**config.mk**
```make
export PLATFORM = sky130hd
export DESIGN_NAME = alu_control_seq
export DESIGN_NICKNAME = d
export VERILOG_FILES = /design/src/rtl/alu_control_seq.sv
export SDC_FILE = /design/constraint.sdc
export NUM_CORES = 1
export LEC_CHECK = 0
export ABC_CLOCK_PERIOD_IN_PS = 3750
export CORE_MARGIN = 2
export CORE_UTILIZATION = 43
export CTS_CLUSTER_SIZE = 14
export DETAILED_ROUTE_END_ITERATION = 16
export GPL_ROUTABILITY_DRIVEN = 0
export PLACE_DENSITY = 0.94
export SLEW_MARGIN = 20
export SYNTH_ARGS = -nofsm -noshare
export SYNTH_HDL_FRONTEND = slang
export SYNTH_SLANG_ARGS = --single-unit
```
**constraint.sdc**
```tcl
create_clock -name clk -period 3.75 [get_ports clk]
set_clock_uncertainty 0.05 [all_clocks]
set_input_delay 0.375 -clock clk [delete_from_list [all_inputs] [get_ports clk]]
set_output_delay 0.375 -clock clk [all_outputs]
set_load 0.05 [all_outputs]
```
**src/rtl/alu_control_seq.sv**
```systemverilog
`default_nettype none
// ============================================================================
// Module      : alu_control_seq
// Description : Registered, handshaked ALU control decoder. Maps the
//               main-control ALU opcode (plus R-type funct) onto an ALU
//               control code, holds the result under a valid/ready output
//               handshake and sequences multi-cycle MUL/DIV operations with
//               a busy window. Sits between decode and execute.
// Ports       : clk, rst_n (async, active-low)
//               in_valid/in_ready   - request handshake (alu_op, funct)
//               out_valid/out_ready - result handshake (alu_ctrl, illegal)
//               busy                - multi-cycle op in progress
//               perf_ops/perf_illegal - accepted / illegal-op counters
// Config      : define ALU_CTRL_PERF_EN to build the saturating performance
//               counters; otherwise both perf outputs are tied to zero.
// Revision    : 1.0 - initial release
// ============================================================================
module alu_control_seq #(
    parameter int FUNCT_W    = 6,
    parameter int OP_W       = 3,
    parameter int CTRL_W     = 4,
    parameter int MUL_CYCLES = 4,
    parameter int DIV_CYCLES = 8
) (
    input  logic               clk,
    input  logic               rst_n,
    input  logic               in_valid,
    output logic               in_ready,
    input  logic [OP_W-1:0]    alu_op,
    input  logic [FUNCT_W-1:0] funct,
    output logic               out_valid,
    input  logic               out_ready,
    output logic [CTRL_W-1:0]  alu_ctrl,
    output logic               illegal,
    output logic               busy,
    output logic [15:0]        perf_ops,
    output logic [15:0]        perf_illegal
);

    // ------------------------------------------------------------------
    // Constants
    // ------------------------------------------------------------------
    localparam int c_MAX_CYCLES = (MUL_CYCLES > DIV_CYCLES) ? MUL_CYCLES : DIV_CYCLES;
    localparam int c_CNT_W      = $clog2(c_MAX_CYCLES);

    // The counter is loaded with N-2 and the exit happens on the cycle it
    // reads zero, so the result lands exactly N cycles after the accept.
    localparam logic [c_CNT_W-1:0] c_MUL_LOAD = c_CNT_W'(MUL_CYCLES - 2);
    localparam logic [c_CNT_W-1:0] c_DIV_LOAD = c_CNT_W'(DIV_CYCLES - 2);

    localparam logic [1:0] c_ST_IDLE  = 2'd0;
    localparam logic [1:0] c_ST_MULTI = 2'd1;
    localparam logic [1:0] c_ST_HOLD  = 2'd2;

    localparam logic [OP_W-1:0] c_OP_ADD  = OP_W'(3'b000);
    localparam logic [OP_W-1:0] c_OP_SUB  = OP_W'(3'b001);
    localparam logic [OP_W-1:0] c_OP_RTYP = OP_W'(3'b010);
    localparam logic [OP_W-1:0] c_OP_AND  = OP_W'(3'b011);
    localparam logic [OP_W-1:0] c_OP_OR   = OP_W'(3'b100);
    localparam logic [OP_W-1:0] c_OP_SLT  = OP_W'(3'b111);

    localparam logic [FUNCT_W-1:0] c_FN_ADD = FUNCT_W'(6'b100000);
    localparam logic [FUNCT_W-1:0] c_FN_SUB = FUNCT_W'(6'b100010);
    localparam logic [FUNCT_W-1:0] c_FN_AND = FUNCT_W'(6'b100100);
    localparam logic [FUNCT_W-1:0] c_FN_OR  = FUNCT_W'(6'b100101);
    localparam logic [FUNCT_W-1:0] c_FN_SLT = FUNCT_W'(6'b101010);
    localparam logic [FUNCT_W-1:0] c_FN_XOR = FUNCT_W'(6'b100110);
    localparam logic [FUNCT_W-1:0] c_FN_NOR = FUNCT_W'(6'b100111);
    localparam logic [FUNCT_W-1:0] c_FN_MUL = FUNCT_W'(6'b011000);
    localparam logic [FUNCT_W-1:0] c_FN_DIV = FUNCT_W'(6'b011010);

    localparam logic [CTRL_W-1:0] c_CTRL_ADD = CTRL_W'(4'b0000);
    localparam logic [CTRL_W-1:0] c_CTRL_SUB = CTRL_W'(4'b0001);
    localparam logic [CTRL_W-1:0] c_CTRL_AND = CTRL_W'(4'b0010);
    localparam logic [CTRL_W-1:0] c_CTRL_OR  = CTRL_W'(4'b0011);
    localparam logic [CTRL_W-1:0] c_CTRL_SLT = CTRL_W'(4'b0100);
    localparam logic [CTRL_W-1:0] c_CTRL_XOR = CTRL_W'(4'b0110);
    localparam logic [CTRL_W-1:0] c_CTRL_NOR = CTRL_W'(4'b0111);
    localparam logic [CTRL_W-1:0] c_CTRL_MUL = CTRL_W'(4'b1000);
    localparam logic [CTRL_W-1:0] c_CTRL_DIV = CTRL_W'(4'b1001);

    // ------------------------------------------------------------------
    // Signals
    // ------------------------------------------------------------------
    logic [1:0]          r_state;
    logic [c_CNT_W-1:0]  r_cnt;
    logic                r_out_valid;
    logic [CTRL_W-1:0]   r_alu_ctrl;
    logic                r_illegal;
    logic                r_busy;

    logic [CTRL_W-1:0]   w_dec_ctrl;
    logic                w_dec_illegal;
    logic                w_dec_multi;
    logic [c_CNT_W-1:0]  w_dec_load;
    logic                w_in_ready;
    logic                w_accept;

    // ------------------------------------------------------------------
    // Decoder: fully defined for every input combination. Anything not in
    // the table decodes to ADD with illegal set and runs single-cycle.
    // ------------------------------------------------------------------
    always_comb begin
        w_dec_ctrl    = c_CTRL_ADD;
        w_dec_illegal = 1'b0;
        w_dec_multi   = 1'b0;
        w_dec_load    = '0;
        case (alu_op)
            c_OP_ADD: w_dec_ctrl = c_CTRL_ADD;
            c_OP_SUB: w_dec_ctrl = c_CTRL_SUB;
            c_OP_AND: w_dec_ctrl = c_CTRL_AND;
            c_OP_OR:  w_dec_ctrl = c_CTRL_OR;
            c_OP_SLT: w_dec_ctrl = c_CTRL_SLT;
            c_OP_RTYP: begin
                case (funct)
                    c_FN_ADD: w_dec_ctrl = c_CTRL_ADD;
                    c_FN_SUB: w_dec_ctrl = c_CTRL_SUB;
                    c_FN_AND: w_dec_ctrl = c_CTRL_AND;
                    c_FN_OR:  w_dec_ctrl = c_CTRL_OR;
                    c_FN_SLT: w_dec_ctrl = c_CTRL_SLT;
                    c_FN_XOR: w_dec_ctrl = c_CTRL_XOR;
                    c_FN_NOR: w_dec_ctrl = c_CTRL_NOR;
                    c_FN_MUL: begin
                        w_dec_ctrl  = c_CTRL_MUL;
                        w_dec_multi = 1'b1;
                        w_dec_load  = c_MUL_LOAD;
                    end
                    c_FN_DIV: begin
                        w_dec_ctrl  = c_CTRL_DIV;
                        w_dec_multi = 1'b1;
                        w_dec_load  = c_DIV_LOAD;
                    end
                    default: w_dec_illegal = 1'b1;
                endcase
            end
            default: w_dec_illegal = 1'b1;
        endcase
    end

    // ------------------------------------------------------------------
    // Handshake. In HOLD, in_ready follows out_ready so that a retiring
    // result can be replaced on the same edge (one op per cycle streaming).
    // ------------------------------------------------------------------
    assign w_in_ready = (r_state == c_ST_IDLE) ||
                        ((r_state == c_ST_HOLD) && out_ready);
    assign w_accept   = in_valid && w_in_ready;

    // ------------------------------------------------------------------
    // Control FSM with registered outputs
    // ------------------------------------------------------------------
    always_ff @(posedge clk or negedge rst_n) begin
        if (!rst_n) begin
            r_state     <= c_ST_IDLE;
            r_cnt       <= '0;
            r_out_valid <= 1'b0;
            r_alu_ctrl  <= '0;
            r_illegal   <= 1'b0;
            r_busy      <= 1'b0;
        end else if (w_accept) begin
            // Accept only happens in IDLE or in HOLD with out_ready, so any
            // held result retires on this same edge.
            r_alu_ctrl <= w_dec_ctrl;
            r_illegal  <= w_dec_illegal;
            if (w_dec_multi) begin
                r_state     <= c_ST_MULTI;
                r_cnt       <= w_dec_load;
                r_out_valid <= 1'b0;
                r_busy      <= 1'b1;
            end else begin
                r_state     <= c_ST_HOLD;
                r_out_valid <= 1'b1;
                r_busy      <= 1'b0;
            end
        end else begin
            case (r_state)
                c_ST_IDLE: begin
                    r_out_valid <= 1'b0;
                    r_busy      <= 1'b0;
                end
                c_ST_MULTI: begin
                    // Runs to completion regardless of out_ready.
                    if (r_cnt == '0) begin
                        r_state     <= c_ST_HOLD;
                        r_out_valid <= 1'b1;
                        r_busy      <= 1'b0;
                    end else begin
                        r_cnt <= r_cnt - 1'b1;
                    end
                end
                c_ST_HOLD: begin
                    if (out_ready) begin
                        r_state     <= c_ST_IDLE;
                        r_out_valid <= 1'b0;
                    end
                end
                default: begin
                    r_state     <= c_ST_IDLE;
                    r_out_valid <= 1'b0;
                    r_busy      <= 1'b0;
                end
            endcase
        end
    end

    assign in_ready  = w_in_ready;
    assign out_valid = r_out_valid;
    assign alu_ctrl  = r_alu_ctrl;
    assign illegal   = r_illegal;
    assign busy      = r_busy;

    // ------------------------------------------------------------------
    // Performance counters (saturating)
    // ------------------------------------------------------------------
`ifdef ALU_CTRL_PERF_EN
    logic [15:0] r_perf_ops;
    logic [15:0] r_perf_illegal;

    always_ff @(posedge clk or negedge rst_n) begin
        if (!rst_n) begin
            r_perf_ops     <= 16'h0;
            r_perf_illegal <= 16'h0;
        end else if (w_accept) begin
            if (r_perf_ops != 16'hFFFF) begin
                r_perf_ops <= r_perf_ops + 16'h1;
            end
            if (w_dec_illegal && (r_perf_illegal != 16'hFFFF)) begin
                r_perf_illegal <= r_perf_illegal + 16'h1;
            end
        end
    end

    assign perf_ops     = r_perf_ops;
    assign perf_illegal = r_perf_illegal;
`else
    assign perf_ops     = 16'h0;
    assign perf_illegal = 16'h0;
`endif

endmodule
`default_nettype wire

```
* Yosys cells after proc, flatten, opt, wreduce, memory -nomap -nowiden *
Index checks and enable logic that the tools add are counted.

word-level totals
  output and inout port bits = 40
  register bits after elaboration = 12

cells by class
  equality and inequality tests = 22
  muxes and demuxes = 26
  reduce and logical (&&, ||, !) cells = 14
  add/subtract/negate cells = 1

operators by type and width
  cell                 count
  $eq 6x6->1 const B   7
  $pmux 4 s8           1
  $pmux 4 s5           1
  $mux 3               5
  $eq 6x5->1 const B   2
  $mux 1               10
  $reduce_or 9->1      1
  $mux 2               4
  $ne 2x2->1 const B   4
  $eq 3x2->1 const B   2
  $eq 3x3->1 const B   2
  $logic_not 3->1      2
  $ne 3x3->1 const B   2
  $pmux 1 s2           3
  $pmux 2 s3           1
  $pmux 3 s2           1
  $reduce_and 3->1     2
  $reduce_or 5->1      1
  $reduce_and 2->1     2
  $eq 3x1->1 const B   1
  $sub 3x1->3 const B  1
  $eq 2x1->1 const B   1
  $eq 2x2->1 const B   1
  $logic_and 1x1->1    2
  other kinds (4)      4

* Longest topological paths before layout *
Gate-level depths: netlist of the first run.

  depth in word-level cells = 6
  gate-level depth with buffers = 5
  depth with buffers taken out = 5

* Least setup slack after synthesis of the first run *
OpenSTA, ideal clock, no wires.

  path kind = in2out
  from = in out_ready
  to = out in_ready
  cell stages on the path = 2
  arrival time = 0.952 ns
  path buffers = 0
  slack = 2.373 ns
  data required time = 3.325 ns
  cell sequence = nand2b_1 -> and2_1

on the way
  longest elaborated chain between the ends = 2

RTL lines
  item               RTL line  text
  start, declared    32        input logic out_ready,
  $logic_and 1x1->1  145       ((r_state == c_ST_HOLD) && out_ready);
  $logic_or 1x1->1   144       assign w_in_ready = (r_state == c_ST_IDLE) ||
  end, declared      28        output logic in_ready,

Every way passes these cells.

* Final worst setup path of the first run *
Same ends and word-level chain as after synthesis.

==> results of run 1 <==
[worst max path at each step]
stage / slack, ns / start / depth (start not counted) / endpoint
6_report: 1.36 / out_ready / 4 / in_ready
5_1_grt: 1.28 / out_ready / 4 / in_ready
4_1_cts: 1.35 / out_ready / 4 / in_ready
3_5_place_dp: 1.36 / out_ready / 4 / in_ready
3_3_place_gp: 1.40 / out_ready / 4 / in_ready
2_1_floorplan: 2.37 / out_ready / 2 / in_ready
[final cells by class]
type / instances / area [um2]
Inverter: 7 / 26.3
Multi-Input combinational cell: 96 / 584
Fill cell: 212 / 1090
Sequential cell: 12 / 300
Clock buffer: 3 / 22.5
Tap cell: 28 / 35.0
Timing Repair Buffer: 20 / 200
[Yosys cell counts (2+ instances only)]
cell type,instances
buf_4,32
nand3_1,2
ha_1,2
o211ai_1,3
nand3_2,2
o311ai_1,2
o21ai_1,4
o21ai_0,3
nand2_1,9
nand2b_1,2
a21oi_1,5
nor2_1,4
dfrtp_1,12
inv_1,7
a31oi_1,2
[flip-flops by register name, indices dropped and copies added, names as in the netlist]
| signal | cells |
|---|---|
| busy | 1 |
| r_cnt | 3 |
| out_valid | 1 |
| alu_ctrl | 4 |
| r_state | 2 |
| illegal | 1 |
[layer usage]
layer	track usage, %	up-vias
met1	15.2	385
met4	5.98	0
li1	-	380
met3	2.82	3
met2	22.6	39
met5	0	-
[worst max-delay path, cell delays in order]
cell	delay (ns)
clkdlybuf4s50_1	0.47
nand2b_1	0.18
and2_1	0.15
clkdlybuf4s50_1	0.79
[cell families after synthesis]
family	synth area share, %
buffers and inverters	26.6
AOI/OAI and AO/OA	17.0
DFF	28.7
muxes	2.03
xor gates and xnor gates	0.837
adders and majority gates	2.39
and+or+nand+nor	22.1
other	0.359
[metrics by stage]
step	instances	cell area, um2	utilization (%)	hold slack (ns)	total power, mW
after CTS	166	1170	51.8	0.413	0.403
after global routing	166	1170	51.8	0.445	0.424
after global placement	163	1150	50.8	0.417	0.323
after floorplan	148	1160	-	0.0294	0.310
after detailed placement	163	1150	50.8	0.422	0.327
final	166	1170	51.8	0.401	0.401
[power groups by stage]
stage	Combinational, mW	Clock [mW]	Sequential, mW
global placement	0.174	0	0.150
global route	0.187	0.0876	0.150
floorplan	0.136	0	0.174
finish	0.177	0.0759	0.148
detailed placement	0.176	0	0.150
CTS	0.177	0.0782	0.148
==> flow_summary_export.csv, run 1 <==
group,metric,value,unit
timing,period_needed,2.39,ns
synthesis,synthCells,117,
routing,ant_nets,0,
layout,syn_to_final_growth,11.7,%
worst_setup_path,r2r_end,"r_cnt[2]",
floorplan,row_count,17,
timing,tns,0,ns
cts,hold_buffers,0,
placed_design,port-buffer-count,20,
worst_setup_path,worst_setup_path_start_kind,"input pin",
floorplan,die_h,53.3,um
worst_setup_path,r2r-start,"r_state[1]",
synthesis,yosys_warnings,0,
cts,cts_max_level,1,
layout,drive_gt1_share,11.6,%
power,p_per_area,343,nW/um2
floorplan,die-area,2840,um2
power,clock_power_share,18.9,%
routing,viasPerCell,4.86,
synthesis,netlist.top_cell.by_area,"dfrtp_1",
power,vdd_drop_max,148,uV
synthesis,synth.distinct_cells,41,
timing,finalCritPeriodShare,63.7,%
worst_setup_path,cp_max_fo,4,
floorplan,core,2250,um2
timing,final-max-slew-violation-count,0,
layout,layout_commonest_cell,"conb_1",
global_route,grt.overflow.total,0,
placed_design,dp_hpwl,1470,um
routing,drc,0,
routing,wl_met3,133,um
placed_design,dp_slack,1.36,ns
synthesis,avgSynthCellArea,8.94,um2
timing,slew_headroom,64.7,%
global_route,first_global_vias,673,
worst_setup_path,arrival,1.96,ns
global_route,antenna_found_initial,0,
worst_setup_path,crit_type,"input pin to primary output",
synthesis,synth-seq-area-share,28.7,%
routing,top_layer,"met4",
floorplan,start_util,46.4,%
global_route,track_usage,13.1,%
timing,setup_ws,1.36,ns
power,p_sw_share,44.5,%
synthesis,ys_ff_latch,12,
synthesis,ys_top_cells_by_area,"dfrtp_1 29%, buf_4 23%, nand2_1 3.2%, inv_1 2.5%, a21oi_1 2.4%",
routing,wl_per_cell,11.0,um
cts,cts_setup_buffers,0,
routing,first_iter_violations,7,
cts,cts_tree,"yes",
cts,clock_latency,0.27,ns
cts,ctsRootBufferMaster,"clkbuf_4",
timing,hold_viol_final,0,
power,leakagePower,0.562,nW
synthesis,synth_edf_count,0,
layout,final_cell_mix,"32 x conb_1, 20 x clkdlybuf4s50_1, 12 x dfrtp_1, 9 x nand2_1, 7 x inv_1",
job,max_cap_violations,0,
synthesis,async_flop_share,100,%
cts,clockBufferDepth,2,
layout,antennaDiodeCount,0,
cts,clock_sinks,12,
timing,final-setup-viol-count,0,
floorplan,fp.dieW,53.3,um
timing,rsz0062_at_grt,"false",
power,p_sw,178,uW
outcome,outcome,"complete, no violations",
cts,cts_buffers,3,
cts,ctsResizeCount,0,
timing,max_freq,0.419,GHz
worst_setup_path,critPathRequiredTime,3.32,ns
timing,tightest_slew,0.528,ns
synthesis,netlist_area,1050,um2
routing,wl,1830,um
power,power_frac_seq,37.0,%
power,p_int,223,uW
routing,wl_met2,941,um
global_route,grt_max_degree,13,
floorplan,boundaryPins,53,
cts,clk_pin_slew,0.07,ns
routing,met1Wirelength,732,um
worst_setup_path,reg2reg_slack,2.41,ns
worst_setup_path,r2r_cells,4,
worst_setup_path,critPathCaptureType,"primary output",
global_route,grt_pass1_wl,2690,um
synthesis,synth_top_area_share,28.7,%
min_path,hp-class,"input pin to asynchronous set/reset pin",
layout,finalNetCount,155,
routing,vias,807,
synthesis,ys.flop_type,"dfrtp_1",
power,pwr-share-comb,44.1,%
routing,first_pass_iters,4,
(Power assumes the default switching activity.)
==> run 2: changes to the inputs <==
- ABC_CLOCK_PERIOD_IN_PS: 3750 -> 2400
- CORE_UTILIZATION: 43 -> 40
- PLACE_DENSITY: 0.94 -> 0.89
- clock period: 3.75 -> 2.4 ns (I/O delays scaled with it)
==> flow_summary_export.csv, run 2 (synthesis results as in run 1) <==
group,metric,value,unit
layout,n_fill_cell,237,
routing,drc,0,
routing,vias,792,
layout,layout_commonest_cell,"conb_1",
cts,cts_tree,"yes",
worst_setup_path,critPathCaptureType,"primary output",
cts,cts_setup_buffers,0,
job,max_cap_violations,0,
routing,wl_per_cell,10.9,um
layout,regArea,300,um2
floorplan,die-area,3040,um2
global_route,first_global_vias,653,
layout,antennaDiodeCount,0,
power,vdd_drop_max,335,uV
worst_setup_path,path_delay_family,"buffers and inverters",
power,leakagePower,0.569,nW
worst_setup_path,cpPeakStageDelay,0.81,ns
layout,syn_to_final_growth,13.0,%
worst_setup_path,arrival,1.46,ns
routing,ant_nets,0,
routing,first_pass_iters,4,
worst_setup_path,cp.depth,1,
layout,final_cell_mix,"32 x conb_1, 19 x clkdlybuf4s50_1, 12 x dfrtp_1, 9 x nand2_1, 7 x inv_1",
timing,period_needed,1.75,ns
floorplan,fp.dieW,55.1,um
timing,tns,0,ns
floorplan,boundaryPins,53,
worst_setup_path,critPathRequiredTime,2.11,ns
worst_setup_path,r2r_end,"alu_ctrl[1]",
placed_design,dp_hpwl,1490,um
cts,ctsResizeCount,0,
timing,final-max-slew-violation-count,0,
worst_setup_path,crit_type,"register to primary output",
timing,rsz0062_at_grt,"false",
timing,hold_viol_final,0,
floorplan,core,2480,um2
placed_design,port-buffer-count,20,
routing,first_iter_violations,23,
cts,hold_buffers,0,
floorplan,row_count,18,
timing,final-setup-viol-count,0,
floorplan,die_h,55.1,um
timing,tightest_slew,0.546,ns
timing,finalCritPeriodShare,72.7,%
worst_setup_path,path_buf_inv,1,
min_path,hp-class,"input pin to asynchronous set/reset pin",
cts,cts_buffers,3,
cts,clock_latency,0.27,ns
layout,drive_gt1_share,12.9,%
floorplan,start_util,42.2,%
cts,clockBufferDepth,2,
layout,finalNetCount,155,
layout,multi_input_area,584,um2
global_route,grt_max_degree,13,
worst_setup_path,crit_slowest_cell,"clkdlybuf4s50_1",
layout,largest_reg_flops,4,
global_route,grt.overflow.total,0,
routing,wl,1840,um
worst_setup_path,reg2reg_slack,1.05,ns
worst_setup_path,r2r-start,"r_state[1]",
routing,viasPerCell,4.69,
global_route,antenna_found_initial,0,
cts,clk_pin_slew,0.08,ns
worst_setup_path,cp_cell_sequence,"clkdlybuf4s50_1",
cts,ctsRootBufferMaster,"clkbuf_4",
global_route,grt_pass1_wl,2750,um
worst_setup_path,worst_setup_path_start_kind,"register",
outcome,outcome,"complete, no violations",
layout,fin_cells,169,
placed_design,dp_cells,165,
cts,clock_sinks,12,
timing,slew_headroom,63.5,%
cts,cts_max_level,1,
power,p_per_area,567,nW/um2
timing,max_freq,0.573,GHz
worst_setup_path,cp_max_fo,2,
worst_setup_path,r2r_cells,3,
global_route,track_usage,12.7,%
run 2: cell count changes in the layout (fill, tap and decap cells not counted), sizes merged:
| cell | before | now |
|---|---|---|
| clkdlybuf4s50 | 20 | 19 |
| buf | 0 | 1 |
| clkbuf | 3 | 4 |
run 2: worst max-delay path by stage:
| stage | from | to | slack [ns] |
|---|---|---|---|
| floorplan | r_cnt[0] | r_cnt[2] | 1.15 |
| global placement | funct[3] | illegal | 0.72 |
| detailed placement | alu_op[2] | r_cnt[2] | 0.67 |
| CTS | alu_ctrl[0] | alu_ctrl[0] | 0.65 |
| global route | alu_ctrl[0] | alu_ctrl[0] | 0.62 |
| finish | alu_ctrl[0] | alu_ctrl[0] | 0.65 |
run 2: per-stage QoR:
stage | power, mW | hold WS [ns] | area, um2 | util (%) | setup WS [ns]
after floorplan | 0.485 | -0.106 | 1160 | - | 1.15
after global placement | 0.505 | 0.409 | 1150 | 46.3 | 0.720
after detailed placement | 0.510 | 0.418 | 1150 | 46.3 | 0.672
after CTS | 0.673 | 0.277 | 1180 | 47.7 | 0.650
after global routing | 0.702 | 0.309 | 1180 | 47.7 | 0.621
final | 0.670 | 0.263 | 1180 | 47.7 | 0.654
run 2: where the power goes:
| part | switching [mW] | internal, mW | total (mW) |
|---|---|---|---|
| Clock | 0.0714 | 0.0923 | 0.164 |
| Sequential | 0.0113 | 0.220 | 0.231 |
| Combinational | 0.206 | 0.0692 | 0.275 |
run 2: layout make-up:
| type | instances | share of cell area [%] |
|---|---|---|
| clock buffers | 4 | 3.07 |
| flip-flops and latches | 12 | 25.4 |
| well taps | 30 | 3.17 |
| multi-input cells | 96 | 49.4 |
| inverters | 7 | 2.22 |
| repair buffers | 20 | 16.7 |
run 2: metal layers:
layer | share of wire (%) | GRT usage, % | up-vias
met1 | 41 | 15.9 | 363
met5 | 0 | 0 | -
met2 | 50 | 22.0 | 42
met3 | 7.7 | 2.42 | 2
li1 | - | - | 385
met4 | 1.0 | 3.66 | 0
